==> config.mk <==
export PLATFORM = sky130hd
export DESIGN_NAME = hwpe_ctrl_periph2reqrsp
export DESIGN_NICKNAME = d
export VERILOG_FILES = /design/src/rtl/hwpe_ctrl_periph2reqrsp.sv
export SDC_FILE = /design/constraint.sdc
export NUM_CORES = 1
export LEC_CHECK = 0
export BUFFER_PORTS_ARGS = -buffer_cell sky130_fd_sc_hd__buf_2
export CORE_MARGIN = 2
export CORE_UTILIZATION = 51
export CTS_BUF_LIST = sky130_fd_sc_hd__clkbuf_4
export CTS_CLUSTER_DIAMETER = 30
export DETAILED_ROUTE_END_ITERATION = 16
export GPL_TIMING_DRIVEN = 0
export PLACE_DENSITY = 0.92
export REMOVE_ABC_BUFFERS = 1
export SYNTH_ARGS = -nofsm -noshare
export SYNTH_HDL_FRONTEND = slang
export SYNTH_SLANG_ARGS = --single-unit
==> constraint.sdc <==
create_clock -name clk_i -period 3.8 [get_ports clk_i]
set_clock_uncertainty 0.2 [all_clocks]
set_input_delay 0.19 -clock clk_i [delete_from_list [all_inputs] [get_ports clk_i]]
set_output_delay 0.19 -clock clk_i [all_outputs]
set_load 0.02 [all_outputs]
==> src/rtl/hwpe_ctrl_periph2reqrsp.sv <==
// hwpe_ctrl_periph2reqrsp
// Bridges a HWPE peripheral slave port (req/gnt/r_valid) onto a reqrsp
// initiator port (q/p valid-ready). A single request register feeds the
// q channel, an in-order ID FIFO restores the peripheral ID on responses,
// and an outstanding counter caps the number of in-flight transactions.
//
// Optional feature macro: HWPE_CTRL_PERIPH2REQRSP_RSP_REG_EN
//   defined   -> response outputs registered (+1 cycle latency, hold value)
//   undefined -> response outputs combinational from the p channel

module hwpe_ctrl_periph2reqrsp #(
  parameter int unsigned AW              = 32,
  parameter int unsigned DW              = 32,
  parameter int unsigned ID_WIDTH        = 8,
  parameter int unsigned MAX_OUTSTANDING = 4
) (
  input  logic                clk_i,
  input  logic                rst_i,
  // peripheral slave side
  input  logic                periph_req_i,
  output logic                periph_gnt_o,
  input  logic [AW-1:0]       periph_add_i,
  input  logic                periph_wen_i,
  input  logic [DW/8-1:0]     periph_be_i,
  input  logic [DW-1:0]       periph_data_i,
  input  logic [ID_WIDTH-1:0] periph_id_i,
  output logic [DW-1:0]       periph_r_data_o,
  output logic                periph_r_valid_o,
  output logic [ID_WIDTH-1:0] periph_r_id_o,
  // reqrsp request channel
  output logic [AW-1:0]       q_addr_o,
  output logic                q_write_o,
  output logic [DW/8-1:0]     q_strb_o,
  output logic [DW-1:0]       q_data_o,
  output logic                q_valid_o,
  input  logic                q_ready_i,
  // reqrsp response channel
  input  logic [DW-1:0]       p_data_i,
  input  logic                p_valid_i,
  output logic                p_ready_o
);

  localparam int unsigned BW    = DW / 8;
  localparam int unsigned CNT_W = $clog2(MAX_OUTSTANDING + 1);
  localparam int unsigned PTR_W = $clog2(MAX_OUTSTANDING);

  // request register
  logic                r_full;
  logic [AW-1:0]       r_q_addr;
  logic                r_q_write;
  logic [BW-1:0]       r_q_strb;
  logic [DW-1:0]       r_q_data;

  // ID FIFO and outstanding counter
  logic [ID_WIDTH-1:0] r_id_mem [MAX_OUTSTANDING];
  logic [PTR_W-1:0]    r_wr_ptr;
  logic [PTR_W-1:0]    r_rd_ptr;
  logic [CNT_W-1:0]    r_cnt;

  logic                w_gnt;
  logic                w_q_hs;
  logic                w_p_ready;
  logic                w_pop;
  logic [ID_WIDTH-1:0] w_head_id;

  // The limit check uses the registered count only, so a pop in the same
  // cycle never frees a slot early: the grant is deferred by one cycle.
  assign w_gnt = !rst_i && periph_req_i && (!r_full || q_ready_i) &&
                 (r_cnt < CNT_W'(MAX_OUTSTANDING));
  assign w_q_hs    = r_full && q_ready_i;
  assign w_p_ready = !rst_i;
  // Responses arriving with nothing outstanding are swallowed silently.
  assign w_pop     = p_valid_i && w_p_ready && (r_cnt != '0);
  assign w_head_id = r_id_mem[r_rd_ptr];

  assign periph_gnt_o = w_gnt;
  assign p_ready_o    = w_p_ready;
  assign q_valid_o    = r_full;
  assign q_addr_o     = r_q_addr;
  assign q_write_o    = r_q_write;
  assign q_strb_o     = r_q_strb;
  assign q_data_o     = r_q_data;

  // Request register: load on grant, drain on q handshake.
  always_ff @(posedge clk_i) begin
    if (rst_i) begin
      r_full    <= 1'b0;
      r_q_addr  <= '0;
      r_q_write <= 1'b0;
      r_q_strb  <= '0;
      r_q_data  <= '0;
    end else if (w_gnt) begin
      r_full    <= 1'b1;
      r_q_addr  <= periph_add_i;
      r_q_write <= !periph_wen_i;
      r_q_strb  <= periph_wen_i ? {BW{1'b1}} : periph_be_i;
      r_q_data  <= periph_data_i;
    end else if (w_q_hs) begin
      r_full    <= 1'b0;
    end
  end

  // ID storage: written at the tail on every grant; no reset needed since
  // an entry is only read while the counter says it is valid.
  always_ff @(posedge clk_i) begin
    if (w_gnt) begin
      r_id_mem[r_wr_ptr] <= periph_id_i;
    end
  end

  // FIFO pointers (wrap naturally, depth is a power of two) and counter.
  always_ff @(posedge clk_i) begin
    if (rst_i) begin
      r_wr_ptr <= '0;
      r_rd_ptr <= '0;
      r_cnt    <= '0;
    end else begin
      if (w_gnt) begin
        r_wr_ptr <= r_wr_ptr + PTR_W'(1);
      end
      if (w_pop) begin
        r_rd_ptr <= r_rd_ptr + PTR_W'(1);
      end
      if (w_gnt && !w_pop) begin
        r_cnt <= r_cnt + CNT_W'(1);
      end else if (!w_gnt && w_pop) begin
        r_cnt <= r_cnt - CNT_W'(1);
      end
    end
  end

`ifdef HWPE_CTRL_PERIPH2REQRSP_RSP_REG_EN
  logic                r_rsp_valid;
  logic [DW-1:0]       r_rsp_data;
  logic [ID_WIDTH-1:0] r_rsp_id;

  // Registered response: one-cycle pulse, data and ID hold between pulses.
  always_ff @(posedge clk_i) begin
    if (rst_i) begin
      r_rsp_valid <= 1'b0;
      r_rsp_data  <= '0;
      r_rsp_id    <= '0;
    end else begin
      r_rsp_valid <= w_pop;
      if (w_pop) begin
        r_rsp_data <= p_data_i;
        r_rsp_id   <= w_head_id;
      end
    end
  end

  assign periph_r_valid_o = r_rsp_valid;
  assign periph_r_data_o  = r_rsp_data;
  assign periph_r_id_o    = r_rsp_id;
`else
  // Combinational response; data/ID are forced to zero outside a pulse.
  assign periph_r_valid_o = w_pop;
  assign periph_r_data_o  = w_pop ? p_data_i  : '0;
  assign periph_r_id_o    = w_pop ? w_head_id : '0;
`endif

endmodule

[After elaboration in Yosys (flattened, before gate mapping)]
Memory sizes are Yosys's and may differ from the RTL's. A register that Yosys moved wholly into a read port is not among the register bits.
Index checks and enable logic that the tools add are counted.
Word-level totals
  flip-flop bits (word level): 77
  latch bits: 0
  RAM bits: 32
  bits in read-only memories: 0
  input port bits: 114
  output and inout bits: 113
  logic and storage cells: 42
  memories kept: 1
Memory list
  r_id_mem: words 4, bits a word 8, read ports 1, clocked after Yosys merged registers in 1, write ports 1, line 55  | logic [ID_WIDTH-1:0] r_id_mem [MAX_OUTSTANDING];
Cells by class
  add/subtract/negate cells: 4
  multiply operators: 0
  divide/modulo/power cells: 0
  $lt $le $gt $ge: 1
  equal/unequal tests: 0
  shifts and indexed selects: 0
  muxes and demuxes: 11
  bitwise gates (word level): 0
  reduce and logical (&&, ||, !) cells: 17
Operators by type and width (count)
  2-to-1 mux 32 bit: 1
  logical AND 1 bit: 8
  2-to-1 mux 8 bit: 1
  2-to-1 mux 3 bit: 2
  logical NOT 1 bit: 5
  adder 2 x 1 -> 2 bit (second input constant): 2
  2-to-1 mux 1 bit: 4
  2-to-1 mux 2 bit: 2
  2-to-1 mux 4 bit: 1
  nonzero test 2 bit: 2
  adder 3 x 1 -> 3 bit (second input constant): 1
  < comparator 3 bit (second input constant): 1
  nonzero test 3 bit: 1
  subtractor 3 x 1 -> 3 bit (second input constant): 1
  logical OR 1 bit: 1

[Longest topological paths before layout]
Gate-level depths: netlist of run 1.
  word-level depth: 8
  depth in mapped cells: 10

[Worst setup path before layout of run 1]
Ideal clock, no wire load.
  kind: flip-flop to flip-flop
  start: register r_full, in the netlist q_valid_o
  end: register r_cnt[2]
  arrival: 2.351 ns
  path slack: 1.179 ns
  cell stages (with the launch flop): 10
  path buffers: 1
  cells stage by stage: dfxtp_1 -> nor2b_4 -> buf_4 -> nor3_2 -> ha_1 -> inv_1 -> fa_1 -> xor2_1 -> or3_1 -> a21oi_1
Between the ends
  longest elaborated chain between the ends: 7
  elaborated cells between the ends (all ways): 9
  those cells by class: mux: 1; reduce/logical: 8
Ends and longest elaborated chain
  start, declared: line 48  | logic r_full;
  start signal, assigned: line 87  | r_full <= 1'b0;
  start signal, assigned: line 93  | r_full <= 1'b1;
  start signal, assigned: line 99  | r_full <= 1'b0;
  logical NOT 1 bit (*): line 68  | assign w_gnt = !rst_i && periph_req_i && (!r_full || q_ready_i) &&
  logical OR 1 bit (*): line 68
  logical AND 1 bit (*) (2 in a row): line 68
  via periph_gnt_o: line 21  | output logic periph_gnt_o,
  logical NOT 1 bit: line 126  | end else if (!w_gnt && w_pop) begin
  logical AND 1 bit: line 126
  nonzero test 2 bit (no line)
  end signal, assigned: line 125  | r_cnt <= r_cnt + CNT_W'(1);
  end signal, assigned: line 127  | r_cnt <= r_cnt - CNT_W'(1);
  end, declared: line 58  | logic [CNT_W-1:0] r_cnt;
Mark *: on every way through the listed nets, which the timed path passes. The rest lies on a longest branch.
A chain may end at the register's enable or synchronous reset.

[Worst setup path after layout of run 1]
  start: register r_full, in the netlist q_valid_o
  end: register r_cnt[2]
Between the ends
  longest elaborated chain between the ends: 7
  elaborated cells between the ends (all ways): 9
  those cells by class: mux: 1; reduce/logical: 8
Ends and longest elaborated chain (line)
  logical NOT 1 bit (*): 68
  logical OR 1 bit (*): 68
  logical AND 1 bit (*) (2 in a row): 68
  logical NOT 1 bit: 126
  logical AND 1 bit: 126
  nonzero test 2 bit (no line)
Every way passes the cells marked *; elsewhere a longest branch is shown, timed or not.

==> results.cfg, run 1 <==
[yosys]
ys_warn_count = 0
synth_edf_count = 32
synth_top_cells_by_count = dfxtp_1, a21oi_1, nand3_1, o21ai_0, and2_1
ys.flop_type = dfxtp_1
synth_fa_ha_area_frac = 0.01802
synth_top_cell_by_area = dfxtp_1
synthTopCellsByArea = dfxtp_1, edfxtp_1, a21oi_1
syn_area_per_cell_um2 = 10.09
yosysMostFrequentCell = dfxtp_1
synth_top_family_by_area = compound AO/OA/AOI/OAI gates
synth-xor-area-share = 0.007646
synth_simple_gate_area_frac = 0.1540
synth_top_area_frac = 0.3452
synth_compound_area_frac = 0.1658
seq_area_frac_synth = 0.5549
muxShareOfSynthArea = 0.04397
ys_types = 31
netlist_area_mm2 = 0.004582
yosys_register_bits = 111
synthCells = 454
async_flop_share = 0

[power_and_ir_drop]
peakVddDrop_mv = 0.2598
p_leak_uw = 0.002962
p_per_area_mw_per_mm2 = 472.8

[critical_path]
timing.rr.start = q_valid_o
criticalPathCategory = flip-flop to flip-flop
slowest_delay_ps = 1080
critPathArrivalTime_ps = 3260
path_cells = nor2b_4, nor3_2, ha_1, inv_1, fa_1, xor2_1, or3_1, a21oi_1
crit_required_ps = 3990
end_kind = flip-flop
cp_slowest_cell = nor2b_4
cp-startpoint = q_valid_o
crit_fanout = 68
worst_setup_path_start_kind = flip-flop

[placement]
dp_hpwl_um = 8734
io_buffers = 226
place.gp.congestion = 0.7624

[min_path]
hp-class = input pin to flip-flop
min_from = periph_req_i

[timing]
hold_viol = 0
rsz0062_at_grt = false
slew_headroom = 0.1066
worstMarginPinSlew_ps = 1337
fin_setup_tns_ps = 0
period_share = 0.8084
max_freq_ghz = 0.3255
holdWs_ps = 113.7
setup_viol = 0
slew_violations = 0
period_minus_slack_ps = 3072

[clocking]
clock-sinks = 111
h-tree-depth = 3
cts_setup_buffers = 0
ctsLongestPathBuffers = 2
cts_tree = built
cts_hold_buffers = 78
cts_root_buf = clkbuf_4
clk_pin_slew_ps = 200
cts_resized = 0
clkLatencyLatePin_ps = 460
cts_made_buffers = 9

[finish]
regArea_mm2 = 0.002542
diodes = 0
drive_gt1_frac = 0.3502
nFillCells = 560
multi_input_area_mm2 = 0.001794
area_growth_pct = 43.88
fin_nets = 846

[die]
dieArea_mm2 = 0.009758
dieHeight_um = 98.79
die_width_um = 98.79
initial_core_util = 0.5254
pin_count = 227
core_mm2 = 0.008721
num_rows = 34

[grt]
grt.total_usage = 0.3120
grt-ovfl-total = 0
grt_antenna_before_repair = 0
grt_pass1_wl_um = 24090
grt_max_degree = 82
grt_pass1_vias = 4897

[detailed_routing]
ant_nets = 0
drc = 0
wl_per_cell_um = 18.65
first_iter_violations = 392
firstDrtPassIters = 7
vias = 4861
via_per_inst = 5.794
wirelength_um = 15650

[status]
status = completed

[run]
drv_cap = 0
## final timing paths
| kind | end | slack, ps | cells past startpoint |
|---|---|---|---|
| setup / recovery | r_cnt[2] | 730 | 8 |
| hold / removal | q_addr_o[18] | 110 | 4 |
| setup reg to reg | r_cnt[2] | 730 | 8 |
| hold reg to reg | q_data_o[2] | 290 | 2 |
## cells in the final DEF (no fill, tap or decap), drive strengths merged
master	count
xor2	4
fa	1
edfxtp	32
dlygate4sd3	78
or3	1
nor2b	2
dfxtp	79
and2	44
clkbuf	9
o21ai	67
nor3	1
ha	5
o31ai	1
nor2	11
inv	9
a211oi	5
nand2b	2
clkinvlp	1
mux2i	1
mux4	8
clkinv	2
buf	228
a21oi	73
nand3	66
o311ai	1
## critical path: cells and delay by family (launching register included)
family          cells  cell delay (ps)
compound gates      1              140
simple gates        3             1600
flops               1              410
xor+xnor            1               70
buf+inv             1               80
fa+ha+maj           2              490
## cell families (layout without fill, tap and decap cells)
| logic type | Yosys count | after routing |
|---|---|---|
| compound gates | 147 | 147 |
| xor+xnor | 4 | 4 |
| fa+ha+maj | 6 | 6 |
| buf+inv | 50 | 327 |
| flops | 111 | 111 |
| mux | 9 | 9 |
| simple gates | 127 | 127 |
## state kept, by name (all words and copies together) (netlist names), named ones only
register	flops
r_wr_ptr	2
q_strb_o	4
r_cnt	3
q_write_o	1
q_data_o	32
r_id_mem	32
r_rd_ptr	2
q_valid_o	1
q_addr_o	32
## power by group
group / switching (uW) / total (uW) / internal, uW
clock: 435 / 597 / 162
sequential: 111 / 1470 / 1360
combinational: 634 / 1050 / 418
total: 1180 / 3120 / 1940
## per-layer routing
layer	vias to the layer above	track usage	share of wire
met5	-	0	0
met4	0	0.1581	0.047
met3	80	0.07518	0.10
met2	385	0.5494	0.51
met1	2243	0.3510	0.35
li1	2153	-	-
## metrics by stage
| stage | util | setup slack (ps) | cell area (um^2) | instances | total power (uW) |
|---|---|---|---|---|---|
| after global routing | 0.7560 | 489.6 | 6593 | 839 | 3262 |
| after floorplan | - | 392.3 | 4345 | 409 | 2065 |
| final | 0.7560 | 728.1 | 6593 | 839 | 3117 |
| after detailed placement | 0.6492 | 290.6 | 5662 | 745 | 2440 |
| after CTS | 0.7557 | 731.5 | 6590 | 839 | 3081 |
| after global placement | 0.6435 | -765.8 | 5612 | 743 | 2376 |
## layout make-up
type                       count  area share
multi-input combinational    293      0.2722
tap                          108     0.02050
timing repair buffer         306      0.2965
clock buffer                   9     0.01025
inverter                       5    0.002847
clock inverter                 7     0.01215
sequential                   111      0.3857
(Power assumes the default switching activity.)
==> run 2, diff against run 1 <==
Settings changed: CORE_UTILIZATION 51 to 43, PLACE_DENSITY 0.92 to 0.83.
Clock period 3.8 ns to 2.5 ns, I/O delays scaled along.
==> results.cfg, run 2 (synthesized netlist as in run 1, its figures left out) <==
[status]
status = completed

[critical_path]
cp-startpoint = r_cnt[2]
timing.rr.start = r_cnt[2]
cp_slowest_cell = dfxtp_4
criticalPathCategory = flip-flop to flip-flop
end_kind = flip-flop
path_cells = o31ai_4, nor2_4, inv_2, ha_4, inv_1, fa_1, xor2_1, or3_1, a21oi_1
crit_fanout = 11
crit_required_ps = 2680
critPathArrivalTime_ps = 2640
slowest_delay_ps = 410
worst_setup_path_start_kind = flip-flop
r2r_cells = 9

[clocking]
clock-sinks = 111
clkLatencyLatePin_ps = 450
ctsLongestPathBuffers = 2
cts_root_buf = clkbuf_4
h-tree-depth = 3
cts_tree = built
clk_pin_slew_ps = 170
cts_made_buffers = 9

[detailed_routing]
wl_per_cell_um = 18.51
via_per_inst = 5.587
vias = 4905
wirelength_um = 16250
firstDrtPassIters = 6
first_iter_violations = 404
ant_nets = 0
drc = 0

[power_and_ir_drop]
pwr-share-comb = 0.341
p_leak_uw = 0.003030
pwr-share-seq = 0.444
p_per_area_mw_per_mm2 = 744.1
p_sw_uw = 1770
clkPwrFrac = 0.215
peakVddDrop_mv = 0.4793
intPower_uw = 3287
total_power_uw = 5058
p_sw_frac = 0.3500

[min_path]
min_from = periph_req_i
hold_depth = 4
hp-class = input pin to flip-flop

[finish]
area_growth_pct = 48.33
layout_common_cells = buf_2, dlygate4sd3_1, dfxtp_1
final_common_cell = buf_2
fin_nets = 857
drive_gt1_frac = 0.3652
nFillCells = 748
diodes = 0

[placement]
io_buffers = 226
place.gp.congestion = 0.7580
pre_cts_ws_ps = -934.9
dp_hpwl_um = 8300

[grt]
grt_pass1_vias = 4788
grt_max_degree = 83
grt-ovfl-total = 0
grt.total_usage = 0.2706
grt_pass1_wl_um = 23940
grt_antenna_before_repair = 0

[run]
drv_cap = 0

[timing]
hold_viol = 0
slew_violations = 0
period_minus_slack_ps = 2464
worstMarginPinSlew_ps = 923.8
setup_viol = 0
period_share = 0.9855
layout_setup_ws_ps = 36.27
rsz0062_at_grt = true
slew_headroom = 0.3841
max_freq_ghz = 0.4059

[die]
dieHeight_um = 107.2
dieArea_mm2 = 0.01150
core_mm2 = 0.01032
num_rows = 37
die_width_um = 107.2
initial_core_util = 0.4438
pin_count = 227
[run 2: changes by cell type in the layout (fill, tap and decap cells not counted), sizes merged]
cell / change
buf: +5
bufinv: +3
clkbuf: +1
clkinvlp: -1
inv: -3
nand2b: +2
nor2: +2
nor2b: +2
[run 2: area by class of cell]
cell class	count	area [um^2]	share of cell area
Clock buffer	10	75.07	0.01105
Clock inverter	6	107.6	0.01583
Inverter	5	18.77	0.002761
Multi-Input combinational cell	299	1884	0.2772
Sequential cell	111	2549	0.3750
Tap cell	136	170.2	0.02504
Timing Repair Buffer	311	1992	0.2931
[run 2: worst paths after layout]
kind	to	slack, ps
worst min register to register	q_addr_o[31]	290
worst min-delay path	q_addr_o[6]	60
worst max-delay path	r_cnt[2]	40
worst max register to register	r_cnt[2]	40
[run 2: per-stage QoR]
step           setup TNS [ps]  utilization  area (um^2)  hold slack, ps  instances
6_report                    0       0.6583         6797           63.41        878
5_1_grt                -49.35       0.6583         6797           40.56        878
4_1_cts                     0       0.6534         6745           30.51        874
3_5_place_dp            -5102       0.5518         5697           149.8        773
3_3_place_gp          -145770       0.5470         5647           138.4        771
2_1_floorplan          -56420            -         4345          -5.934        409
[run 2: timing repair]
action / in CTS / in global routing
cloned: 5 / 1
endpoints found under the hold margin: 105 / 0
endpoints found under the setup margin: 77 / 6
resized for setup: 6 / 7
pin swaps: 2 / 3
setup buffers: 2 / 3
hold buffers: 78 / 0
[run 2: critical path: cells and delay by family (launching register included)]
kind / cells / cell delay (ps)
adders and majority gates: 2 / 510
AOI/OAI and AO/OA: 2 / 500
and+or+nand+nor: 2 / 450
DFF: 1 / 410
buffers and inverters: 2 / 170
xor gates and xnor gates: 1 / 160
[run 2: metal layers]
metal  GRT usage  vias to the layer above  wire length, um
met5           0                        -                0
met4      0.1169                        0              580
met3     0.07720                       58             1897
met2      0.4842                      391             8119
met1      0.2974                     2264             5654
li1            -                     2192                -
[run 2: power groups by stage]
stage / clock (uW) / sequential [uW] / combinational, uW
floorplan: 0 / 2400 / 740
global placement: 0 / 2230 / 1390
detailed placement: 0 / 2250 / 1440
CTS: 1100 / 2230 / 1610
global route: 1160 / 2270 / 1840
finish: 1090 / 2250 / 1730
